File: config.mk
export PLATFORM = sky130hd
export DESIGN_NAME = genius_seq_engine_flat
export DESIGN_NICKNAME = d
export VERILOG_FILES = /design/src/rtl/genius_seq_engine_if.sv /design/src/rtl/genius_seq_engine.sv /design/src/flat_wrapper.sv
export SDC_FILE = /design/constraint.sdc
export NUM_CORES = 1
export LEC_CHECK = 0
export BUFFER_PORTS_ARGS = -buffer_cell sky130_fd_sc_hd__buf_2
export CAP_MARGIN = 20
export CORE_MARGIN = 5
export CORE_UTILIZATION = 40
export CTS_CLUSTER_SIZE = 14
export DETAILED_ROUTE_END_ITERATION = 16
export PLACE_DENSITY_LB_ADDON = 0.25
export SYNTH_ARGS = -nofsm -noshare
export SYNTH_HDL_FRONTEND = slang
export SYNTH_SLANG_ARGS = --single-unit
File: constraint.sdc
create_clock -name clk -period 3.5 [get_ports clk]
set_input_delay 1.05 -clock clk [delete_from_list [all_inputs] [get_ports clk]]
set_output_delay 1.05 -clock clk [all_outputs]
set_load 0.01 [all_outputs]
File: src/rtl/genius_seq_engine_if.sv
// Player/display bundle of the Genius game engine.
// The button decoder and renderer side is the master; the engine is the slave.
interface genius_seq_engine_if #(
  parameter int MAX_LEN = 16,
  parameter int COLOR_W = 2,
  parameter int LIVES   = 1
);
  localparam int LEVEL_W = $clog2(MAX_LEN + 1);
  localparam int LIVES_W = $clog2(LIVES + 1);

  logic               start;
  logic [COLOR_W-1:0] rnd;
  logic               btn_valid;
  logic [COLOR_W-1:0] btn_color;
  logic               disp_on;
  logic [COLOR_W-1:0] disp_color;
  logic               win;
  logic               lose;
  logic [LEVEL_W-1:0] level;
  logic [LIVES_W-1:0] lives_left;
  logic [3:0]         state;

  modport master (
    output start, rnd, btn_valid, btn_color,
    input  disp_on, disp_color, win, lose, level, lives_left, state
  );

  modport slave (
    input  start, rnd, btn_valid, btn_color,
    output disp_on, disp_color, win, lose, level, lives_left, state
  );
endinterface

File: src/rtl/genius_seq_engine.sv
// Genius/Simon game engine: grows a random colour sequence, replays it and
// checks the player's echo, with internal display/input timers and lives.
module genius_seq_engine #(
  parameter int MAX_LEN        = 16,
  parameter int COLOR_W        = 2,
  parameter int SHOW_CYCLES    = 25_000_000,
  parameter int GAP_CYCLES     = 5_000_000,
  parameter int TIMEOUT_CYCLES = 150_000_000,
  parameter int LIVES          = 1
) (
  input logic                clk,
  input logic                rst_n,
  genius_seq_engine_if.slave bus
);

  localparam int LEVEL_W = $clog2(MAX_LEN + 1);
  localparam int IDX_W   = (MAX_LEN > 1) ? $clog2(MAX_LEN) : 1;
  localparam int LIVES_W = $clog2(LIVES + 1);
  localparam int T_MAX0  = (SHOW_CYCLES > GAP_CYCLES) ? SHOW_CYCLES : GAP_CYCLES;
  localparam int T_MAX   = (T_MAX0 > TIMEOUT_CYCLES) ? T_MAX0 : TIMEOUT_CYCLES;
  localparam int TIMER_W = $clog2(T_MAX + 1);

  localparam logic [TIMER_W-1:0] SHOW_LAST = TIMER_W'(SHOW_CYCLES - 1);
  localparam logic [TIMER_W-1:0] GAP_LAST  = TIMER_W'(GAP_CYCLES - 1);
  localparam logic [TIMER_W-1:0] TO_LAST   = TIMER_W'(TIMEOUT_CYCLES - 1);

  typedef enum logic [3:0] {
    IDLE     = 4'd0,
    ADD      = 4'd1,
    SHOW_ON  = 4'd2,
    SHOW_GAP = 4'd3,
    WAIT_IN  = 4'd4,
    ECHO     = 4'd5,
    LEVEL_UP = 4'd6,
    MISS     = 4'd7,
    WIN      = 4'd8,
    LOSE     = 4'd9
  } state_t;

  state_t             state, state_next;
  logic [LEVEL_W-1:0] level, level_next;
  logic [IDX_W-1:0]   idx, idx_next;
  logic [LIVES_W-1:0] lives_left, lives_next;
  logic [TIMER_W-1:0] timer, timer_next;
  logic [COLOR_W-1:0] echo_color, echo_next;
  logic               seq_we;
  logic               at_last;
  logic [COLOR_W-1:0] seq [MAX_LEN];

  assign at_last = (LEVEL_W'(idx) == level - LEVEL_W'(1));

  always_ff @(posedge clk or negedge rst_n) begin
    if (!rst_n) begin
      state      <= IDLE;
      level      <= '0;
      idx        <= '0;
      lives_left <= LIVES_W'(LIVES);
      timer      <= '0;
      echo_color <= '0;
    end else begin
      state      <= state_next;
      level      <= level_next;
      idx        <= idx_next;
      lives_left <= lives_next;
      timer      <= timer_next;
      echo_color <= echo_next;
    end
  end

  // Sequence storage is never cleared; only entries below level are read.
  always_ff @(posedge clk) begin
    if (seq_we) seq[level[IDX_W-1:0]] <= bus.rnd;
  end

  always_comb begin
    state_next = state;
    level_next = level;
    idx_next   = idx;
    lives_next = lives_left;
    timer_next = timer;
    echo_next  = echo_color;
    seq_we     = 1'b0;
    case (state)
      IDLE, WIN, LOSE: begin
        if (bus.start) begin
          state_next = ADD;
          level_next = '0;
          lives_next = LIVES_W'(LIVES);
        end
      end
      ADD: begin
        seq_we     = 1'b1;
        level_next = level + LEVEL_W'(1);
        idx_next   = '0;
        state_next = SHOW_ON;
      end
      SHOW_ON: begin
        if (timer == SHOW_LAST) state_next = SHOW_GAP;
        else                    timer_next = timer + TIMER_W'(1);
      end
      SHOW_GAP: begin
        if (timer == GAP_LAST) begin
          if (at_last) begin
            idx_next   = '0;
            state_next = WAIT_IN;
          end else begin
            idx_next   = idx + IDX_W'(1);
            state_next = SHOW_ON;
          end
        end else begin
          timer_next = timer + TIMER_W'(1);
        end
      end
      // A press on the final timeout cycle still counts as a press.
      WAIT_IN: begin
        if (bus.btn_valid) begin
          echo_next  = bus.btn_color;
          state_next = (bus.btn_color == seq[idx]) ? ECHO : MISS;
        end else if (timer == TO_LAST) begin
          state_next = MISS;
        end else begin
          timer_next = timer + TIMER_W'(1);
        end
      end
      ECHO: begin
        if (timer == SHOW_LAST) begin
          if (at_last) begin
            state_next = LEVEL_UP;
          end else begin
            idx_next   = idx + IDX_W'(1);
            state_next = WAIT_IN;
          end
        end else begin
          timer_next = timer + TIMER_W'(1);
        end
      end
      LEVEL_UP: begin
        state_next = (level == LEVEL_W'(MAX_LEN)) ? WIN : ADD;
      end
      MISS: begin
        if (lives_left > LIVES_W'(1)) begin
          lives_next = lives_left - LIVES_W'(1);
          idx_next   = '0;
          state_next = SHOW_ON;
        end else begin
          lives_next = '0;
          state_next = LOSE;
        end
      end
      default: state_next = IDLE;
    endcase
    if (state_next != state) timer_next = '0;
  end

  assign bus.disp_on    = (state == SHOW_ON) || (state == ECHO);
  assign bus.disp_color = (state == SHOW_ON) ? seq[idx] :
                          (state == ECHO)    ? echo_color : '0;
  assign bus.win        = (state == WIN);
  assign bus.lose       = (state == LOSE);
  assign bus.level      = level;
  assign bus.lives_left = lives_left;
  assign bus.state      = state;

endmodule

File: src/flat_wrapper.sv
// flat-port wrapper written by rule: the top's interface ports become plain ports
module genius_seq_engine_flat 
#(
  parameter int MAX_LEN        = 16,
  parameter int COLOR_W        = 2,
  parameter int SHOW_CYCLES    = 25_000_000,
  parameter int GAP_CYCLES     = 5_000_000,
  parameter int TIMEOUT_CYCLES = 150_000_000,
  parameter int LIVES          = 1
)
  (clk, rst_n, bus_start, bus_rnd, bus_btn_valid, bus_btn_color, bus_disp_on, bus_disp_color, bus_win, bus_lose, bus_level, bus_lives_left, bus_state);
  genius_seq_engine_if #(.MAX_LEN(MAX_LEN), .COLOR_W(COLOR_W), .LIVES(LIVES)) bus_i ();
  input logic clk;
  input logic rst_n;
  input wire logic [$bits(bus_i.start)-1:0] bus_start;
  input wire logic [$bits(bus_i.rnd)-1:0] bus_rnd;
  input wire logic [$bits(bus_i.btn_valid)-1:0] bus_btn_valid;
  input wire logic [$bits(bus_i.btn_color)-1:0] bus_btn_color;
  output wire logic [$bits(bus_i.disp_on)-1:0] bus_disp_on;
  output wire logic [$bits(bus_i.disp_color)-1:0] bus_disp_color;
  output wire logic [$bits(bus_i.win)-1:0] bus_win;
  output wire logic [$bits(bus_i.lose)-1:0] bus_lose;
  output wire logic [$bits(bus_i.level)-1:0] bus_level;
  output wire logic [$bits(bus_i.lives_left)-1:0] bus_lives_left;
  output wire logic [$bits(bus_i.state)-1:0] bus_state;
  assign bus_i.start = bus_start;
  assign bus_i.rnd = bus_rnd;
  assign bus_i.btn_valid = bus_btn_valid;
  assign bus_i.btn_color = bus_btn_color;
  assign bus_disp_on = bus_i.disp_on;
  assign bus_disp_color = bus_i.disp_color;
  assign bus_win = bus_i.win;
  assign bus_lose = bus_i.lose;
  assign bus_level = bus_i.level;
  assign bus_lives_left = bus_i.lives_left;
  assign bus_state = bus_i.state;
  genius_seq_engine #(.MAX_LEN(MAX_LEN), .COLOR_W(COLOR_W), .SHOW_CYCLES(SHOW_CYCLES), .GAP_CYCLES(GAP_CYCLES), .TIMEOUT_CYCLES(TIMEOUT_CYCLES), .LIVES(LIVES)) u_core (.clk(clk), .rst_n(rst_n), .bus(bus_i));
endmodule
Word level (Yosys, flattened, before mapping)
Memory sizes are Yosys's and may differ from the RTL's.
Index checks and enable logic that the tools add are counted.
{"block": "classes", "addsub": 5, "n_lt_le_gt_ge": 1, "n_eq_ne": 25, "mux": 34, "n_reduce_logical": 13}
{"cell": "$mux 28", "count": 5}
{"cell": "$pmux 28 s3", "count": 1}
{"cell": "$mux 4", "count": 13}
{"cell": "$pmux 4 s8", "count": 1}
{"cell": "$add 28x1->28 const B", "count": 1}
{"cell": "$eq 28x23->1 const B", "count": 1}
{"cell": "$eq 28x25->1 const B", "count": 1}
{"cell": "$eq 28x28->1 const B", "count": 1}
{"cell": "$eq 4x3->1 const B", "count": 4}
{"cell": "$pmux 4 s4", "count": 1}
{"cell": "$pmux 5 s2", "count": 1}
{"cell": "$reduce_and 5->1", "count": 2}
{"cell": "$ne 3x3->1 const B", "count": 3}
{"cell": "$eq 4x2->1 const B", "count": 2}
{"cell": "$eq 4x4->1 const B", "count": 2}
{"cell": "$mux 2", "count": 4}
{"cell": "$reduce_bool 4->1", "count": 2}
{"cell": "$ne 2x1->1 const B", "count": 3}
{"cell": "$reduce_and 2->1", "count": 3}
{"cell": "$add 5x1->5 const B", "count": 1}
{"cell": "$eq 4x5->1", "count": 1}
{"cell": "$eq 5x5->1 const B", "count": 1}
{"cell": "$mux 1", "count": 5}
{"cell": "$mux 5", "count": 1}
{"cell": "16 further kinds", "count": 18}
{"block": "totals", "regBits": 44, "ramBits": 32, "inputBits": 8, "out_inout_bits": 15, "n_memories": 1}
{"memory": "u_core.seq", "words": 16, "width": 2, "rd": 1, "rd_ports_with_merged_regs": 0, "write_ports": 1, "line_no": "genius_seq_engine.sv:48", "rtl": "logic [COLOR_W-1:0] seq [MAX_LEN];"}

Longest topological paths before layout
Gate-level depths: netlist of run 1.
{"block": "depth", "ltp_word": 8, "ltp_mapped": 10, "mapped_depth_nobuf": 8}

Worst setup path before layout of run 1
OpenSTA, ideal clock, no wires.
{"block": "synth_timing", "path_kind": "register -> output", "from": "register u_core.idx[1]", "to": "output bus_disp_color[1]", "arrival_ps": 1820, "required_time_ps": 2450, "slack_ps": 630, "path_stages_with_launch": 7, "path_cell_list": "dfrtp_1 -> buf_1 -> mux4_2 -> mux2i_1 -> mux2i_1 -> a32oi_1 -> nor2_1"}
{"block": "synth_between", "elab_chain_cells": 2}
{"item": "from (decl)", "line_no": "genius_seq_engine.sv:42", "rtl": "logic [IDX_W-1:0] idx, idx_next;"}
{"item": "from (signal assigned)", "line_no": "genius_seq_engine.sv:63", "rtl": "idx <= idx_next;"}
{"item": "$mem_v2 16x2"}
{"item": "$mux 2", "line_no": "genius_seq_engine.sv:156", "rtl": "assign bus.disp_color = (state == SHOW_ON) ? seq[idx] :"}
{"item": "to (decl)", "line_no": "flat_wrapper.sv:20", "rtl": "output wire logic [$bits(bus_i.disp_color)-1:0] bus_disp_color;"}
Every way passes these cells.

Worst setup path after layout of run 1
{"block": "layout_timing", "from": "register u_core.idx[0]", "to": "output bus_disp_color[0]"}
The elaborated chain is that of the path after synthesis.

==> metrics, run 1 <==
status=complete, no violations; crit path DAT=2.29 ns; Hold Violations, Final=0; final wirelength=11300 um; ANT cells=0; fin cells=between 500 and 600; dominant cells by area after synthesis=dfrtp_1, edfxtp_1, mux4_2, a211oi_1, o31ai_1; CP required=2.45 ns; FF+latch count, synth=76; Max-Cap Viols=0; CTS clk-pin slew, worst paths=0.08 ns; clk sinks=76; Synth cell types=64; Pins Over Slew Limit=0; Hold WS=0.525 ns; Layout fillers=1034; TritonCTS Buffers=9; initial antenna violation count=0; Max Fclk=300 MHz; Clock Skews=0.00824 ns; syn_area_per_cell=10.7 sq um; Ys Warns=0; post-CTS sizing=0; Die Wd=115 um; Post-Synth XOR/XNOR Area=~2.8%; maximum vdd ir drop=0.000156 V; Compound-Gate Fraction of Synth Area=14.4%; largest net degree at the start of global routing=45; core area=0.0108 sq mm; area delta synth->final=9.97%; CP max FO=7; Pwr Total=roughly 2.3 mW; leading area contributor after synthesis=dfrtp_1; Crit-path slowest cell=dfrtp_1; largest family of logic cells by synthesized area=simple AND/OR/NAND/NOR gates; Clock Tree Root=clkbuf_8; global-route wire length before repair=18500 um; sequence of cells on the critical path=buf_4 -> mux4_2 -> mux2i_1 -> mux2_2 -> nor2_1 -> a21oi_1 -> nor2_1 -> buf_2; Async SR Flop Fraction=57.9%; ys flop type=dfrtp_1; height of the die=115 um; CTS Buffer Depth=2; Leakage Power=1.78 nW; final-stage net count=442; simple-gate share of the synthesized area=23.6%; Port Buffers=22; pwr/cell area=approximately 470 mW/mm^2; Starting Density=40.6%; TritonCTS clock tree=yes; vias post-DR=3496; CP peak stage delay=0.55 ns; placed cell areas=0.00463 sq mm; RSZ-0062 raised after global routing=no; setup TNS=0 ns; Post-CTS Repair Setup Buffers=0; Antenna Nets Post-Route=0; CP Capture Type=output port; Post-synth EDFFs=32; share of cells above drive strength 1=16.9%; GP Congestion=0.857; critical path class=reg2out; syn_nets=about 430; slew margin rel.=49.0%; number of global-route vias before repair=3323; die area=0.0132 sq mm; Hold Crit Class=in2async; final setup fails=0; Slew @ Worst Pin=0.765 ns; Yosys top cell area share=24.4%; All-Layer GR Usage=approximately 18%; Mapped Cells=411; DP Cell Count=556; DRT iter0 DRCs=420; adder-cell share of the synthesized area=1.70%; DRC Markers=0; Final min period=3.34 ns; io pins=23; sequential share of the synthesized area=a little under half; part of the cycle the worst path needs=a little over nine tenths; GRT Residual Overflow=0; H-tree levels=3; mux contribution to synthesized area=under 10%; Detailed Place HPWL=7990 um; Buf/Inv on CP=2; count leader, synth=dfrtp_1; Startpoint Class=flip-flop; Worst-Skew Late Latency=~0.36 ns; post-route cell area=0.00484 sq mm; Avg WL per Cell=19.8 um; synth cell count leaders=dfrtp_1, edfxtp_1, nand2_1, nor2_1, nand3_1; CP delay by family, top=multiplexers; most used cell, CP=nor2_1; vias per cell=6.10; hold_buf cts=0; DRT Pass-1 Iters=4; Post-Syn Area=0.00441 sq mm; Site Rows=38
sequential cells by signal (all words and copies together), names as in the netlist:
register	flops
u_core.bus.level	5
u_core.bus.lives_left	1
u_core.bus.state	4
u_core.echo_color	2
u_core.idx	4
u_core.seq	32
u_core.timer	28
cells by family (layout without fill, tap and decap cells):
family | after synthesis | count (layout)
flip-flops | 76 | 76
adder cells (fa/ha/maj) | 6 | 6
XOR/XNOR | 14 | 14
AND/OR/NAND/NOR | 177 | 177
buffers and inverters | 35 | 57
multiplexers | 19 | 19
AO/OA/AOI/OAI | 84 | 84
routing by layer:
metal,vias up,track usage (%),part of all wire [%]
met5,-,0,0
met4,0,5.63,0.94
met3,8,2.63,4.6
met2,84,25.6,44
met1,1753,27.7,50
li1,1651,-,-
stage by stage:
step                utilization [%]  setup slack, ns
floorplan                         -            0.630
global placement               42.7            0.571
detailed placement             42.7            0.541
CTS                            44.5            0.148
global route                   44.7          0.00637
finish                         44.7            0.162
area by class of cell:
| cell class | instances | area (sq um) | area share, % |
|---|---|---|---|
| Multi-Input combinational cell | 300 | 2170 | 44.8 |
| Sequential cell | 76 | 2060 | 42.6 |
| Timing Repair Buffer | 32 | 210 | 4.34 |
| Tap cell | 140 | 175 | 3.62 |
| Clock buffer | 11 | 131 | 2.71 |
| Clock inverter | 5 | 62.6 | 1.29 |
| Inverter | 9 | 33.8 | 0.697 |
where the power goes:
group	switching, mW	internal, mW
clock	0.350	0.333
sequential	0.113	0.986
combinational	0.278	0.201
cells in the final DEF, fill, tap and decap left out, types with 9 or more instances in the layout:
cell type / netlist / layout
a211oi_1: 20 / 20
nand3_1: 21 / 21
nand2_1: 30 / 30
or4_1: 18 / 18
o31ai_1: 20 / 20
nor2_1: 27 / 27
buf_2: 7 / 22
dfrtp_1: 43 / 43
nor3_1: 19 / 19
xnor2_1: 10 / 10
nand4_1: 9 / 9
clkbuf_8: 0 / 9
edfxtp_1: 32 / 32
o21ai_0: 14 / 14
path summary, 6_finish.rpt:
path	depth (start not counted)	slack [ns]	to	from
setup / recovery	8	0.16	bus_disp_color[0]	u_core.idx[0]
min in group clk	1	0.53	u_core.echo_color[0]	u_core.echo_color[0]
setup reg to reg	8	0.60	u_core.timer[26]	u_core.timer[0]
max in group asynchronous	2	2.44	u_core.bus.lives_left	rst_n
hold reg to reg	1	0.53	u_core.echo_color[0]	u_core.echo_color[0]
hold / removal	1	0.52	u_core.idx[0]	rst_n
Note: power is estimated with default switching activity, not from simulation.
==> run 2: changes to the inputs <==
- HOLD_SLACK_MARGIN: default -> 0.08
- PLACE_DENSITY_LB_ADDON: 0.25 -> default
==> run 2 against run 1 <==
  * Core utilization down 0.33 points
  * Final cell count is 0.52% lower
  * Die area unchanged
  * Largest power group unchanged
  * Worst hold slack worse by 0.0029 ns
  * Sequential share of layout area grew 0.35 points
  * Clock skew rose by 0.0092 ns
  * First-iteration DRC count fell by 35%
  * Non-clock buffer count is 2 lower
  * Cell area down 0.75%
  * Count of clock-buffer cells in the layout fell by 2
  * Highest routed layer unchanged
  * Flip-flop and latch count stayed put
  * Critical endpoint is now bus_disp_color[1]
==> metrics, run 2 (same netlist as run 1, synthesis figures left out) <==
status=complete, no violations; maximum vdd ir drop=0.000205 V (+32%); Clock Tree Root=clkbuf_8; CP required=2.45 ns (about the same); slew margin rel.=53.1% (+4.1 points); Die Wd=115 um (unchanged); DRC Markers=0 (unchanged); Pint=1.44 mW (-5.0%); sequence of cells on the critical path=mux4_2 -> mux2i_1 -> mux2i_1 -> a32oi_1 -> nor2_1 -> buf_2; Layout fillers=1002 (-3.1%); CTS clk-pin slew, worst paths=0.09 ns (about the same); vias per cell=6.09 (-0.16%); clock power share=27.8% (-2.4 points); Detailed Place HPWL=7470 um (-6.5%); DRT iter0 DRCs=274 (-35%); GRT Residual Overflow=0 (unchanged); area delta synth->final=9.15%; Clock Skews=0.0174 ns (+0.00918 ns); CTS Buffer Depth=2 (unchanged); most frequent cells in the layout=dfrtp_1, edfxtp_1, nand2_1, nor2_1, buf_2; Starting Density=40.6% (unchanged); Antenna Nets Post-Route=0 (unchanged); crit path DAT=2.31 ns (+0.02 ns); part of the cycle the worst path needs=96.0% (+0.61 points); Port Buffers=22 (unchanged); number of global-route vias before repair=3278 (-1.4%); All-Layer GR Usage=16.9% (-0.99 points); vias post-DR=3472 (-0.69%); height of the die=115 um (unchanged); Worst-Skew Late Latency=0.35 ns (about the same); clk sinks=76 (unchanged); Post-Route Utilization=44.4% (-0.33 points); DRT Pass-1 Iters=5 (+1); Slew @ Worst Pin=0.698 ns (-0.0673 ns); final-stage net count=440 (-0.45%); sequential power share=50.6% (+2.0 points); Post-CTS Repair Setup Buffers=0 (unchanged); ANT cells=0 (unchanged); core area=0.0108 sq mm (unchanged); TritonCTS clock tree=yes; hold path depth=1; Hold Crit Class=reg2reg; Pins Over Slew Limit=0 (unchanged); Max Fclk=298 MHz (-0.63%); io pins=23 (unchanged); most used cell, CP=mux2i_1; share of cells above drive strength 1=17.0% (+0.12 points); Switching Fraction=33.4% (+0.61 points); placed cell areas=0.00462 sq mm (-0.32%); die area=0.0132 sq mm (unchanged); Site Rows=38 (unchanged); global-route wire length before repair=17700 um (-4.1%); post-route cell area=0.00481 sq mm (-0.75%); Comb pwr share=21.7% (+0.5 points); final setup fails=0 (unchanged); Net Sw Power=723 uW (-2.3%); Leakage Power=1.76 nW (-1.1%); reg2reg path depth=8 (unchanged); Hold Violations, Final=0 (unchanged); GP Congestion=0.895 (+4.4%); initial antenna violation count=0 (unchanged); Startpoint Class=flip-flop; pwr/cell area=451 mW/mm^2 (-3.4%); leading cell type in the layout, fill and taps excluded=dfrtp_1; final wirelength=10700 um (-6.0%); Pwr Total=2.17 mW (-4.1%); setup TNS=0 ns (unchanged); CP max FO=12 (+5); CP Capture Type=output port; TritonCTS Buffers=9 (unchanged); RSZ-0062 raised after global routing=no; H-tree levels=3 (unchanged); largest net degree at the start of global routing=45 (unchanged); CP peak stage delay=0.67 ns (+0.12 ns); Avg WL per Cell=18.7 um (-5.5%); Crit-path slowest cell=dfrtp_1; critical path class=reg2out; Final min period=3.36 ns (+0.0212 ns); Max-Cap Viols=0 (unchanged); max reg flops=32 (unchanged)
[run 2: per-stage QoR]
stage | instances | setup slack (ns) | hold slack, ns
floorplan | 411 | 0.630 | 0.480
global placement | 554 | 0.489 | 0.506
detailed placement | 554 | 0.442 | 0.503
CTS | 569 | 0.0716 | 0.523
global route | 570 | 0.00126 | 0.533
finish | 570 | 0.141 | 0.522
[run 2: path summary, 6_finish.rpt]
| kind | from | endpoint | slack (ns) |
|---|---|---|---|
| worst max-delay path | u_core.idx[1] | bus_disp_color[1] | 0.14 |
| worst min-delay path | u_core.echo_color[0] | u_core.echo_color[0] | 0.52 |
| worst max register to register | u_core.timer[0] | u_core.timer[0] | 0.55 |
| worst min register to register | u_core.echo_color[0] | u_core.echo_color[0] | 0.52 |
| max in group asynchronous | rst_n | u_core.bus.lives_left | 2.40 |
| min in group asynchronous | rst_n | u_core.bus.state[2] | 0.56 |
[run 2: critical path: cells and delay by family (launching register included)]
family | cells | cell delay, ns
DFF | 1 | 0.67
and+or+nand+nor | 1 | 0.05
muxes | 3 | 0.89
buffers and inverters | 1 | 0.14
AOI/OAI and AO/OA | 1 | 0.23
[run 2: metal layers]
metal	track usage, %	wire length [um]	vias up
met2	26.0	4970	82
met5	0	0	-
li1	-	-	1651
met4	4.93	136	0
met1	24.6	5000	1728
met3	2.84	546	11
[run 2: cell type report]
class / count / area (sq um) / area share, %
clock buffers: 9 / 124 / 2.58
clock inverters: 6 / 47.5 / 0.989
inverters: 9 / 33.8 / 0.703
multi-input cells: 300 / 2170 / 45.1
flip-flops and latches: 76 / 2060 / 42.9
well taps: 140 / 175 / 3.64
repair buffers: 30 / 195 / 4.06
[run 2: repair_timing]
item / 4_1_cts / 5_1_grt
gates resized for setup: 0 / 1
hold buffers: 0 / 0
setup endpoints to repair: 0 / 2
hold endpoints to repair: 0 / 0
[run 2: power by group through the flow]
| stage | Sequential [mW] | Clock [mW] | Combinational, mW |
|---|---|---|---|
| final | 1.10 | 0.602 | 0.469 |
| after global routing | 1.11 | 0.652 | 0.526 |
| after CTS | 1.09 | 0.619 | 0.466 |
| after detailed placement | 1.11 | 0 | 0.464 |
| after global placement | 1.11 | 0 | 0.452 |
| after floorplan | 1.07 | 0 | 0.345 |
==> run 3: changes to the inputs <==
- CORE_ASPECT_RATIO: default -> 0.7
==> run 3 against run 2 <==
  * Sequential share of layout area shrank 1.3 points
  * Setup slack better by 0.086 ns
  * Critical path type unchanged
  * Combinational power is 0.9% higher
  * Total power grew 17%
  * Highest routed layer unchanged
  * Critical endpoint unchanged
  * Clock skew down 0.0076 ns
==> metrics, run 3 (same netlist as run 1, synthesis figures left out) <==
core area=0.0109 sq mm (+0.46%); All-Layer GR Usage=17.7% (+0.77 points); Pwr Total=2.54 mW (+17%); Final min period=3.27 ns (-0.0859 ns); clk sinks=76 (unchanged); Hold EP=u_core.echo_color[0]; leading cell type in the layout, fill and taps excluded=dfrtp_1; Hold Crit Class=reg2reg; area delta synth->final=12.6%; crit path DAT=2.22 ns (-0.09 ns); Clock Skews=0.00982 ns (-0.00760 ns); Min-Delay Startpoint=u_core.echo_color[0]; max reg flops=32 (unchanged); GP Congestion=0.866 (-3.2%); Post-CTS Repair Setup Buffers=0 (unchanged); most frequent cells in the layout=dfrtp_1, edfxtp_1, nand2_1, nor2_1, buf_2; CP Capture Type=output port; setup TNS=0 ns (unchanged); Pins Over Slew Limit=0 (unchanged); slew margin rel.=52.0% (-1.1 points); critical path class=reg2out; post-route cell area=0.00496 sq mm (+3.2%); R2R Setup Slk=0.64 ns (+0.09 ns); Worst-Skew Late Latency=0.34 ns (about the same); vias per cell=6.10 (about the same); die area=0.0132 sq mm (+0.26%); TritonCTS clock tree=yes; CP max FO=6 (-6); Site Rows=32 (-16%); global-route wire length before repair=18200 um (+3.0%); DRC Markers=0 (unchanged); Slew @ Worst Pin=0.715 ns (+0.0167 ns); RSZ-0062 raised after global routing=no; DRT Pass-1 Iters=5 (unchanged); final wirelength=11500 um (+8.0%); Leakage Power=1.83 nW (+4.2%); TritonCTS Buffers=9 (unchanged); H-tree levels=3 (unchanged); clock power share=38.2% (+10 points); initial antenna violation count=0 (unchanged); final-stage net count=442 (+0.45%); GRT Residual Overflow=0 (unchanged); Antenna Nets Post-Route=0 (unchanged); final setup fails=0 (unchanged); ANT cells=0 (unchanged); Buf/Inv on CP=1 (unchanged); Max Fclk=305 MHz (+2.6%); Hold Violations, Final=0 (unchanged); Avg WL per Cell=19.6 um (+5.1%); Pint=1.75 mW (+21%); number of global-route vias before repair=3175 (-3.1%); most used cell, CP=mux2i_1; Port Buffers=22 (unchanged); sequence of cells on the critical path=mux4_2 -> mux2i_1 -> mux2i_1 -> a32oi_1 -> nor2_1 -> buf_2; Post-Route Utilization=45.6% (+1.2 points); Layout fillers=1042 (+4.0%); reg2reg path depth=8 (unchanged); DP Cell Count=569 (+2.7%); placed cell areas=0.00463 sq mm (+0.41%); hold_buf cts=0 (unchanged); Hold WS=0.523 ns (+0.00115 ns); Die Wd=135 um (+18%); Worst R2R Start=u_core.timer[0]; Detailed Place HPWL=8100 um (+8.5%); pwr/cell area=513 mW/mm^2 (+14%); Net Sw Power=795 uW (+10%); DRT iter0 DRCs=428 (+56%); CTS Buffer Depth=2 (unchanged); final setup margin=0.226 ns (+0.0859 ns); Placement Setup Slack=0.542 ns (+0.0999 ns); Crit-path slowest cell=mux4_2; largest net degree at the start of global routing=45 (unchanged); Switching Fraction=31.3% (-2.1 points); CP delay by family, top=multiplexers; CTS clk-pin slew, worst paths=0.07 ns (-0.02 ns); maximum vdd ir drop=0.000259 V (+26%); post-CTS sizing=0 (unchanged); Comb pwr share=18.6% (-3.1 points); io pins=23 (unchanged); vias post-DR=3572 (+2.9%); Startpoint Class=flip-flop; CP required=2.45 ns (about the same); hold path depth=1 (unchanged); height of the die=97.8 um (-15%); Clock Tree Root=clkbuf_16; part of the cycle the worst path needs=93.5% (-2.5 points); Starting Density=40.5% (-0.19 points); status=complete, no violations; Max-Cap Viols=0 (unchanged); sequential power share=43.3% (-7.3 points); FF-to-FF End=u_core.timer[10]; share of cells above drive strength 1=17.3% (+0.34 points); CP peak stage delay=0.58 ns (-0.09 ns); fin cells=586 (+2.8%)
-- run 3: worst max-delay path by stage --
stage / slack, ns / to / start / cells after the start
2_1_floorplan: 0.63 / bus_disp_color[1] / u_core.idx[1] / 6
3_3_place_gp: 0.58 / bus_disp_color[1] / u_core.idx[1] / 6
3_5_place_dp: 0.54 / u_core.timer[2] / bus_btn_valid / 7
4_1_cts: 0.19 / bus_disp_color[1] / u_core.idx[1] / 6
5_1_grt: 0.08 / bus_disp_color[0] / u_core.idx[0] / 7
6_report: 0.23 / bus_disp_color[1] / u_core.idx[1] / 6
-- run 3: layout make-up --
type	instances	area, sq um	share of cell area [%]
clock inverter	7	81.3	1.64
inverter	9	33.8	0.681
timing repair buffer	32	198	3.98
tap	153	191	3.86
clock buffer	9	225	4.54
sequential	76	2060	41.6
multi-input combinational	300	2170	43.7
-- run 3: worst reg2reg max path, stage by stage (launching register included) --
cell and delay (ns):
dfrtp_1 0.41, ha_1 0.22, nor4bb_2 0.45, nand4_1 0.29, or4_1 0.54, nor3_1 0.21
nand3b_2 0.17, buf_4 0.33, a211oi_1 0.10
-- run 3: power by group through the flow --
stage	clock [mW]	combinational, mW	sequential [mW]
6_report	0.970	0.473	1.10
5_1_grt	1.02	0.519	1.11
3_5_place_dp	0	0.469	1.11
2_1_floorplan	0	0.345	1.07
3_3_place_gp	0	0.460	1.11
4_1_cts	0.985	0.471	1.10
-- run 3: routing by layer --
metal	track usage [%]	up-vias	routed length, um
met5	0	-	0
met4	5.34	0	155
met3	4.22	14	865
met2	22.8	121	4690
met1	28.6	1791	5800
li1	-	1646	-
